File: config.mk
export PLATFORM = sky130hd
export DESIGN_NAME = mul_ex_unit
export DESIGN_NICKNAME = d
export VERILOG_FILES = /design/src/rtl/mul_ex_unit_pkg.sv /design/src/rtl/mul_iter_step.sv /design/src/rtl/mul_ex_unit.sv
export SDC_FILE = /design/constraint.sdc
export NUM_CORES = 1
export LEC_CHECK = 0
export BUFFER_PORTS_ARGS = -buffer_cell sky130_fd_sc_hd__buf_4
export CORE_MARGIN = 2
export CORE_UTILIZATION = 40
export DETAILED_ROUTE_END_ITERATION = 10
export HOLD_SLACK_MARGIN = 0.02
export PLACE_DENSITY = 0.63
export SYNTH_ARGS = -nofsm -noshare
export SYNTH_HDL_FRONTEND = slang
export SYNTH_SLANG_ARGS = --single-unit
File: constraint.sdc
create_clock -name clk -period 11.35 [get_ports clk]
set_input_delay 0.5675 -clock clk [delete_from_list [all_inputs] [get_ports clk]]
set_output_delay 0.5675 -clock clk [all_outputs]
set_load 0.1 [all_outputs]
File: src/rtl/mul_ex_unit_pkg.sv
`default_nettype none
// ---------------------------------------------------------------------------
// mul_ex_unit_pkg : shared widths and FSM encodings for the mul execution unit
// Rev 1.0
// ---------------------------------------------------------------------------
package mul_ex_unit_pkg;

  localparam int RV32_DATA_WIDTH = 32;
  localparam int RRF_ENT_SEL     = 6;

  localparam logic [1:0] MUL_STATE_IDLE = 2'd0;
  localparam logic [1:0] MUL_STATE_CALC = 2'd1;
  localparam logic [1:0] MUL_STATE_DONE = 2'd2;

  typedef enum logic [1:0] {
    ST_IDLE = MUL_STATE_IDLE,
    ST_CALC = MUL_STATE_CALC,
    ST_DONE = MUL_STATE_DONE
  } mul_state_e;

endpackage
`default_nettype wire

File: src/rtl/mul_iter_step.sv
`default_nettype none
// ---------------------------------------------------------------------------
// mul_iter_step : one radix-2^STEP partial-product accumulate (combinational)
// Rev 1.0
// ---------------------------------------------------------------------------
module mul_iter_step #(
  parameter int DATA_W = 32,
  parameter int STEP   = 4,
  parameter int SH_W   = 5
) (
  input  logic [2*DATA_W-1:0] acc,
  input  logic [DATA_W-1:0]   mag,
  input  logic [STEP-1:0]     mbits,
  input  logic [SH_W-1:0]     shift,
  output logic [2*DATA_W-1:0] acc_next
);

  logic [DATA_W+STEP-1:0] partial;

  always_comb begin
    partial  = {{STEP{1'b0}}, mag} * {{DATA_W{1'b0}}, mbits};
    acc_next = acc + ({{(DATA_W-STEP){1'b0}}, partial} << shift);
  end

endmodule
`default_nettype wire

File: src/rtl/mul_ex_unit.sv
`default_nettype none
// ---------------------------------------------------------------------------
// mul_ex_unit : iterative RV32M multiplier (MUL/MULH/MULHSU/MULHU) with
// one-cycle exfin broadcast. Optional macro MUL_ZERO_BYPASS_EN. Rev 1.0
// ---------------------------------------------------------------------------
module mul_ex_unit
  import mul_ex_unit_pkg::*;
#(
  parameter int DATA_W = RV32_DATA_WIDTH,
  parameter int TAG_W  = RRF_ENT_SEL,
  parameter int STEP   = 4
) (
  input  logic              clk,
  input  logic              rst,
  input  logic              i_issue_vld,
  output logic              o_ready,
  input  logic              i_mul_signed1,
  input  logic              i_mul_signed2,
  input  logic              i_mul_sel_high,
  input  logic [DATA_W-1:0] i_rs1_srcopr,
  input  logic [DATA_W-1:0] i_rs2_srcopr,
  input  logic [TAG_W-1:0]  i_rrftag,
  input  logic              i_kill,
  output logic              o_exfin_mul,
  output logic [TAG_W-1:0]  o_ex_mul_rrftag,
  output logic [DATA_W-1:0] o_exfin_mul_res
);

  localparam int NSTEPS = DATA_W / STEP;
  localparam int CNT_W  = (NSTEPS > 1) ? $clog2(NSTEPS) : 1;
  localparam int SH_W   = $clog2(DATA_W);
  localparam logic [CNT_W-1:0] CNT_INIT = CNT_W'(NSTEPS - 1);

  mul_state_e          state;
  logic [2*DATA_W-1:0] acc;
  logic [DATA_W-1:0]   mag1;
  logic [DATA_W-1:0]   mplier;
  logic                neg;
  logic                sel_high;
  logic [TAG_W-1:0]    tag;
  logic [CNT_W-1:0]    counter;

  logic                accept;
  logic                rs1_neg;
  logic                rs2_neg;
  logic                zero_op;
  logic [DATA_W-1:0]   rs1_mag;
  logic [DATA_W-1:0]   rs2_mag;
  logic [SH_W-1:0]     shift;
  logic [2*DATA_W-1:0] acc_next;
  logic [2*DATA_W-1:0] prod;

  assign o_ready = (state == ST_IDLE) || (state == ST_DONE);
  assign accept  = i_issue_vld && o_ready && !i_kill;

`ifdef MUL_ZERO_BYPASS_EN
  assign zero_op = (i_rs1_srcopr == '0) || (i_rs2_srcopr == '0);
`else
  assign zero_op = 1'b0;
`endif

  // Sign is handled once up front: multiply magnitudes, negate the final product.
  always_comb begin
    rs1_neg = i_mul_signed1 & i_rs1_srcopr[DATA_W-1];
    rs2_neg = i_mul_signed2 & i_rs2_srcopr[DATA_W-1];
    rs1_mag = rs1_neg ? -i_rs1_srcopr : i_rs1_srcopr;
    rs2_mag = rs2_neg ? -i_rs2_srcopr : i_rs2_srcopr;
    shift   = SH_W'(STEP * (NSTEPS - 1 - int'(counter)));
    prod    = neg ? -acc_next : acc_next;
  end

  mul_iter_step #(
    .DATA_W (DATA_W),
    .STEP   (STEP),
    .SH_W   (SH_W)
  ) u_step (
    .acc      (acc),
    .mag      (mag1),
    .mbits    (mplier[STEP-1:0]),
    .shift    (shift),
    .acc_next (acc_next)
  );

  always_ff @(posedge clk or posedge rst) begin
    if (rst) begin
      state           <= ST_IDLE;
      acc             <= '0;
      mag1            <= '0;
      mplier          <= '0;
      neg             <= 1'b0;
      sel_high        <= 1'b0;
      tag             <= '0;
      counter         <= '0;
      o_exfin_mul     <= 1'b0;
      o_ex_mul_rrftag <= '0;
      o_exfin_mul_res <= '0;
    end else begin
      o_exfin_mul <= 1'b0;
      if (accept) begin
        tag      <= i_rrftag;
        sel_high <= i_mul_sel_high;
        neg      <= rs1_neg ^ rs2_neg;
        mag1     <= rs1_mag;
        mplier   <= rs2_mag;
        acc      <= '0;
        counter  <= CNT_INIT;
        if (zero_op) begin
          state           <= ST_DONE;
          o_exfin_mul     <= 1'b1;
          o_ex_mul_rrftag <= i_rrftag;
          o_exfin_mul_res <= '0;
        end else begin
          state <= ST_CALC;
        end
      end else begin
        case (state)
          ST_CALC: begin
            if (i_kill) begin
              state <= ST_IDLE;
            end else begin
              acc    <= acc_next;
              mplier <= mplier >> STEP;
              if (counter == '0) begin
                state           <= ST_DONE;
                o_exfin_mul     <= 1'b1;
                o_ex_mul_rrftag <= tag;
                o_exfin_mul_res <= sel_high ? prod[2*DATA_W-1:DATA_W] : prod[DATA_W-1:0];
              end else begin
                counter <= counter - 1'b1;
              end
            end
          end
          default: state <= ST_IDLE;
        endcase
      end
    end
  end

endmodule
`default_nettype wire
Word-level counts from Yosys, hierarchy flattened --
Index checks and enable logic that the tools add are counted.
Word-level totals: register bits 180, bits of input ports 77
Cells by class: $add $sub $neg 6, multipliers 1, eq/ne operators 5, shift operators 1, multiplexer cells 22, bitwise gates (word level) 5, reductions and logical operators 10
Operators by type and width (count):
- 64-bit 2-to-1 mux | 4
- 32-bit 2-to-1 mux | 6
- 64-bit adder | 1
- 32-bit negation | 2
- 64-bit negation | 1
- 36-bit by 5-bit left shift with 64-bit output | 1
- 32-bit by 4-bit multiplier with 36-bit output | 1
- 3-bit 2-to-1 mux | 4
- 2-bit 2-to-1 mux | 4
- 1-bit 2-to-1 mux | 4
- 4-bit inequality test, second input constant | 1
- 4-bit AND reduction | 1
- 3-bit logical NOT | 1
- 3-bit AND reduction | 1
- 3-bit by 1-bit subtractor with 3-bit output, second input constant | 1
- 3-bit subtractor, first input constant | 1
- 1-bit AND | 2
- 2-bit by 1-bit == test with 1-bit output, second input constant | 1
- 2-bit == test, second input constant | 1
- 1-bit logical AND | 2
- 2-bit logical NOT | 1
- 2-bit by 1-bit inequality test with 1-bit output, second input constant | 1
- 2-bit inequality test, second input constant | 1
- 1-bit inverter | 2
- other kinds (5) | 5

Longest topological paths before layout --
Gate-level depths: netlist (run 1).
depth after elaboration 6, depth in mapped cells 35, gate-level depth less buffers 31

Modules after synthesis --
A second synthesis (run 1) with hierarchy kept.
Second synthesis, totals: cells, all modules 2685, area, all modules 21114.0 µm²
Modules (own cells, without submodules):
- mul_iter_step | instances 1, cells each 1606, area an instance 11218.3 µm²
- mul_ex_unit | instances 1, cells each 1079, area an instance 9895.7 µm²

Worst setup path before layout (run 1) --
OpenSTA, ideal clock, no wires.
path kind register to register, start point register mplier[3], end point register o_exfin_mul_res[27], arrival time 8.457 ns, required time 11.222 ns, path slack 2.765 ns, stages on the path, launching flop included 36, buffers on the path 4, clock period less this slack 8.585 ns, cells stage by stage dfrtp_1 -> clkbuf_1 -> and2_1 -> fa_1 -> inv_1 -> fa_1 -> inv_1 -> ha_1 -> clkbuf_1 -> a21oi_1 -> o21ai_0 -> a221o_1 -> o2bb2ai_1 -> a21oi_1 -> a21oi_1 -> o21ai_0 -> a211oi_1 -> xnor2_1 -> o21ai_0 -> mux2_2 -> mux2_2 -> ha_1 -> clkbuf_1 -> nand2_1 -> nor3_1 -> a21oi_1 -> o21a_1 -> a41o_1 -> or2_1 -> xnor2_1 -> or4_1 -> or4_1 -> buf_2 -> nor4b_2 -> mux2i_1 -> o21ai_1
On the way: longest elaborated chain between the ends 6
RTL lines:
- start, declared | line mul_ex_unit.sv:37 | logic [DATA_W-1:0] mplier;
- start signal, assigned | line mul_ex_unit.sv:104 | mplier <= rs2_mag;
- start signal, assigned | line mul_ex_unit.sv:122 | mplier <= mplier >> STEP;
- 32-bit by 4-bit multiplier with 36-bit output * | line mul_iter_step.sv:21 | partial = {{STEP{1'b0}}, mag} * {{DATA_W{1'b0}}, mbits};
- 36-bit by 5-bit left shift with 64-bit output * | line mul_iter_step.sv:22 | acc_next = acc + ({{(DATA_W-STEP){1'b0}}, partial} << shift);
- 64-bit adder * | line mul_iter_step.sv:22
- 64-bit negation | line mul_ex_unit.sv:69 | prod = neg ? -acc_next : acc_next;
- 64-bit 2-to-1 mux * | line mul_ex_unit.sv:69
- 32-bit 2-to-1 mux * | line mul_ex_unit.sv:127 | o_exfin_mul_res <= sel_high ? prod[2*DATA_W-1:DATA_W] : prod[DATA_W-1:0];
- end signal, assigned | line mul_ex_unit.sv:127
- end, declared | line mul_ex_unit.sv:26 | output logic [DATA_W-1:0] o_exfin_mul_res
Mark *: on every way between the ends. The rest lies on a longest branch, timed or not. A chain may end at the register's enable or synchronous reset.

Worst setup path after layout (run 1) --
start point register mplier[3], end point register o_exfin_mul_res[29]
The elaborated chain is that of the path after synthesis.

==> results of run 1 <==
==> flip-flops by register name (all words and copies together), names as in the netlist <==
signal and cells:
counter 3, o_exfin_mul_res 32, state 2, o_exfin_mul 1, acc 64, sel_high 1, tag 6, neg 1
o_ex_mul_rrftag 6, mag1 32, mplier 32
==> how the worst max path moves through the flow <==
stage	startpoint	endpoint	slack, ns
2_1_floorplan	mplier[3]	o_exfin_mul_res[27]	2.76
3_3_place_gp	mplier[3]	o_exfin_mul_res[25]	1.29
3_5_place_dp	mplier[3]	o_exfin_mul_res[27]	1.11
4_1_cts	mplier[3]	o_exfin_mul_res[27]	1.02
5_1_grt	mplier[3]	o_exfin_mul_res[27]	0.23
6_report	mplier[3]	o_exfin_mul_res[29]	0.83
==> layout by cell type (no fill, tap or decap), drive strengths merged, types with 60 or more instances in the layout <==
| cell | count |
|---|---|
| o21ai | 200 |
| nor2 | 222 |
| ha | 108 |
| inv | 170 |
| mux2i | 73 |
| dfrtp | 180 |
| nand2 | 316 |
| nor3 | 60 |
| xnor2 | 98 |
| a21oi | 213 |
| fa | 61 |
| buf | 150 |
| and2 | 122 |
==> metal layers <==
layer  part of all wire [%]  vias to the layer above
met5                      0                        -
met4                    4.8                        0
met3                    6.9                      157
met2                     45                      768
met1                     43                     9769
li1                       -                     9642
==> worst max-delay path, delay by kind of cell (launching register included) <==
| family | cells | cell delay (ns) |
|---|---|---|
| buffers and inverters | 1 | 0.06 |
| AND/OR/NAND/NOR | 7 | 2.81 |
| AO/OA/AOI/OAI | 14 | 3.47 |
| adder cells (fa/ha/maj) | 4 | 1.96 |
| flip-flops | 1 | 0.92 |
| multiplexers | 2 | 0.57 |
| XOR/XNOR | 2 | 0.60 |
==> cell type report <==
cell class / instances / area (um^2)
Fill cell: 5223 / 28400
Multi-Input combinational cell: 2184 / 14900
Sequential cell: 180 / 4510
Timing Repair Buffer: 150 / 1130
Tap cell: 680 / 851
Inverter: 164 / 623
Clock buffer: 18 / 439
Clock inverter: 14 / 175
==> through the flow <==
stage	setup WS, ns	util (%)
2_1_floorplan	2.76	-
3_3_place_gp	1.29	43.2
3_5_place_dp	1.11	43.2
4_1_cts	1.02	44.4
5_1_grt	0.230	44.4
6_report	0.833	44.4
==> cells by family (layout without fill, tap and decap cells) <==
kind of cell | count (synthesis) | count (layout) | share of synthesized area [%]
compound gates | 801 | 801 | 25.8
flops | 180 | 180 | 21.9
xor+xnor | 142 | 142 | 6.04
mux | 99 | 99 | 5.08
simple gates | 973 | 973 | 23.1
fa+ha+maj | 169 | 169 | 12.5
buf+inv | 309 | 346 | 5.71
==> flow_metrics.tcl, run 1 <==
set metrics [dict create \
    status "completed" \
    clock.fmax_mhz 95.1 \
    synth_top_area_cell "dfrtp_1" \
    max_stage_delay_ns 0.92 \
    cts_root_buffer "clkbuf_16" \
    clock_skew_ns 0.0208 \
    yosysTopAreaCellShare_pct 21.9 \
    async_flop_share_pct 100 \
    wl_um 73000 \
    dieArea_um2 53300 \
    die_h_um 231 \
    cts_hold_buf 0 \
    timing.rr.start "mplier[3]" \
    max-clock-path-buffers 2 \
    syn-instance-count 2673 \
    port_buffers 116 \
    setup_viol 0 \
    cts.sink_count 180 \
    core_um2 51100 \
    placed_cell_area_um2 22000 \
    row_count 83 \
    critPathCaptureType "register" \
    viasPerCell 6.00 \
    cts_resized 0 \
    crit_path_top_delay_cell "dfrtp_1" \
    gr-usage-all-layers_pct 27.6 \
    cp_common_cell "a21oi_1" \
    hold_viol 0 \
    required_ns 11.75 \
    num_io_pins 117 \
    antenna_cells 0 \
    fin_crit_ns 10.52 \
    grt_pass1_wl_um 114000 \
    die_w_um 231 \
    syn_nets 2919 \
    r2r_setup_slack_ns 0.83 \
    nNetsFinal 2943 \
    remaining_drc_errors 0 \
    final_area_um2 22700 \
    grtUsageMet3_pct 5.46 \
    grt_max_degree 114 \
    whs_ns 0.173 \
    antenna_found_initial 2 \
    yosysSeqAreaShare_pct 21.9 \
    syn_to_final_growth_pct 10.0 \
    cts_made_buffers 17 \
    critPathMaxFanout 33 \
    synth_most_common_cell "nand2_1" \
    worstSkewPairLatency_ns 0.52 \
    yosysWarnings 0 \
    first_global_vias 19900 \
    grt_util_met1_pct 36.1 \
    path_class "reg -> reg" \
    grt_busiest_layer "met2" \
    drive_gt1_share_pct 9.63 \
    clkTransAtPathRegs_ns 0.09 \
    routedWlPerCell_um 21.5 \
    rsz0062_at_grt "no" \
    hold_path.class "in -> async" \
    synth_edf_count 0 \
    drt-pass1-iter-count 6 \
    maxCapViolations 0 \
    cts_max_level 4 \
    fin_tns_setup_ns 0 \
    grt_overflow 0 \
    tritoncts "built" \
    fin_crit_sh_pct 92.7 \
    worst_slew_pin_slew_ns 1.05 \
    gp_congestion 0.990 \
    num_vias 20300 \
    final_cells 3390 \
    dp_hpwl_um 57600 \
    start_util_pct 40.3 \
    yosys_most_used_dff "dfrtp_1" \
    ys_seq_elements 180 \
    r2r-end "o_exfin_mul_res[29]" \
    reg2regPathDepth 30 \
    grt_use_met2_pct 43.4 \
    slew_headroom_pct 30.2 \
    postCtsSetupBuffers 0 \
    ant_nets 0 \
    ys_top_cells_by_area "dfrtp_1 (22%), ha_1 (6.6%), fa_1 (5.9%), nand2_1 (5.8%), a21oi_1 (5.1%)" \
    syn_avg_cell_area_um2 7.71 \
    dp_cells 3358 \
    yosysUniqueCellTypes 98 \
    synthTopCellsByCount "nand2_1 (316), nor2_1 (222), a21oi_1 (208)" \
    start_kind "register" \
    drt_iter0_markers 1891 \
    drv_slew 0 \
    syn_area_um2 20600 \
    cp.arrival_ns 10.92 \
]
Power of run 1 is not shown: default switching activity piles up to over one toggle a cycle in this logic, so the estimate is an artifact.
==> inputs of run 2 (changes only) <==
CORE_UTILIZATION = 63   (was 40)
PLACE_DENSITY = 0.89   (was 0.63)
==> run 2 against run 1 <==
Net effect:
- final area decreased by 1.3%
- first-iteration DRC count up 29%
- global-route usage up 16 points
- via count rose by 4.8%
- utilization is 25 points higher
- fmax down 1.2%
- cell count decreased by 7.0%
- clock skew hardly changed
- critical endpoint is now o_exfin_mul_res[27]
==> flow_metrics.tcl, run 2 (synthesis results as in run 1) <==
set metrics [dict create \
    status "completed" \
    cts_root_buffer "clkbuf_16" \
    drt-pass1-iter-count 6 \
    r2r-end "o_exfin_mul_res[27]" \
    postCtsSetupBuffers 0 \
    clkTransAtPathRegs_ns 0.08 \
    num_vias 21300 \
    start_kind "register" \
    grt_overflow 0 \
    syn_to_final_growth_pct 8.62 \
    max_stage_delay_ns 0.93 \
    top_register "acc" \
    dieArea_um2 34200 \
    die_h_um 185 \
    drv_slew 0 \
    final_cell_mix "nand2_1 (315), nor2_1 (220), a21oi_1 (208)" \
    gr-usage-all-layers_pct 43.6 \
    largest_register_ffs 64 \
    worstSkewPairLatency_ns 0.49 \
    remaining_drc_errors 0 \
    rsz0062_at_grt "no" \
    nNetsFinal 2942 \
    fin_crit_ns 10.64 \
    tritoncts "built" \
    die_w_um 185 \
    cts_max_level 4 \
    placed_cell_area_um2 21700 \
    clock_skew_ns 0.0205 \
    core_um2 32400 \
    finish.utilization_pct 69.1 \
    final_common_cell "nand2_1" \
    r2r_setup_slack_ns 0.71 \
    grt_max_degree 76 \
    dp_hpwl_um 56600 \
    hold_viol 0 \
    cts_resized 0 \
    critPathMaxFanout 33 \
    crit_path_top_delay_cell "dfrtp_1" \
    regArea_um2 4510 \
    worst_slew_pin_slew_ns 1.11 \
    required_ns 11.71 \
    cp.arrival_ns 11.00 \
    path_class "reg -> reg" \
    viasPerCell 6.76 \
    wl_um 73100 \
    first_global_vias 20600 \
    slew_headroom_pct 25.5 \
    cts_made_buffers 17 \
    drive_gt1_share_pct 9.63 \
    cts.sink_count 180 \
    clock.fmax_mhz 94.0 \
    gp_congestion 1.06 \
    ant_nets 0 \
    maxCapViolations 0 \
    setup_viol 0 \
    cts_hold_buf 0 \
    max-clock-path-buffers 2 \
    antenna_found_initial 1 \
    start_util_pct 63.6 \
    fin_crit_sh_pct 93.8 \
    routedWlPerCell_um 23.2 \
    row_count 66 \
    timing.rr.start "mplier[2]" \
    fill_cells 2553 \
    final_area_um2 22400 \
    fin_tns_setup_ns 0 \
    reg2regPathDepth 30 \
    port_buffers 116 \
    grt_pass1_wl_um 115000 \
    multi_input_area_um2 15000 \
    num_io_pins 117 \
    drt_iter0_markers 2436 \
    critPathCaptureType "register" \
    hold_path.class "in -> async" \
]
-- run 2: final cells by class --
cell class | count | area share (%)
Antenna cell | 1 | 0.0112
Clock buffer | 17 | 1.90
Clock inverter | 15 | 0.900
Inverter | 164 | 2.77
Multi-Input combinational cell | 2184 | 66.8
Sequential cell | 180 | 20.1
Tap cell | 442 | 2.47
Timing Repair Buffer | 149 | 5.00
-- run 2: layer usage --
layer  vias up  GRT usage, %  share of wire (%)
met5         -             0                  0
li1       9623             -                  -
met1     10000          54.8                 39
met2      1370          68.1                 44
met3       291          10.6                 10
met4         0          25.7                6.7
-- run 2: per-stage QoR --
step | cells | setup WS, ns | hold WS, ns
after floorplan | 2673 | 2.76 | 0.435
after global placement | 3119 | 1.12 | 0.443
after detailed placement | 3119 | 1.01 | 0.456
after CTS | 3151 | 0.987 | 0.214
after global routing | 3151 | 0.233 | 0.254
final | 3152 | 0.707 | 0.178
-- run 2: how the worst max path moves through the flow --
stage | start | endpoint
6_report | mplier[2] | o_exfin_mul_res[27]
5_1_grt | mplier[2] | o_exfin_mul_res[25]
4_1_cts | mplier[2] | o_exfin_mul_res[27]
3_5_place_dp | mplier[2] | o_exfin_mul_res[27]
3_3_place_gp | mplier[2] | o_exfin_mul_res[27]
2_1_floorplan | mplier[3] | o_exfin_mul_res[27]
-- run 2: worst max-delay path, delay by kind of cell (launching register included) --
| kind | cells | cell delay, ns |
|---|---|---|
| AO/OA/AOI/OAI | 14 | 3.53 |
| XOR/XNOR | 1 | 0.22 |
| adder cells (fa/ha/maj) | 4 | 2.05 |
| buffers and inverters | 1 | 0.06 |
| flip-flops | 1 | 0.93 |
| multiplexers | 1 | 0.22 |
| AND/OR/NAND/NOR | 9 | 3.48 |
Power of run 2 is left out for the same reason.
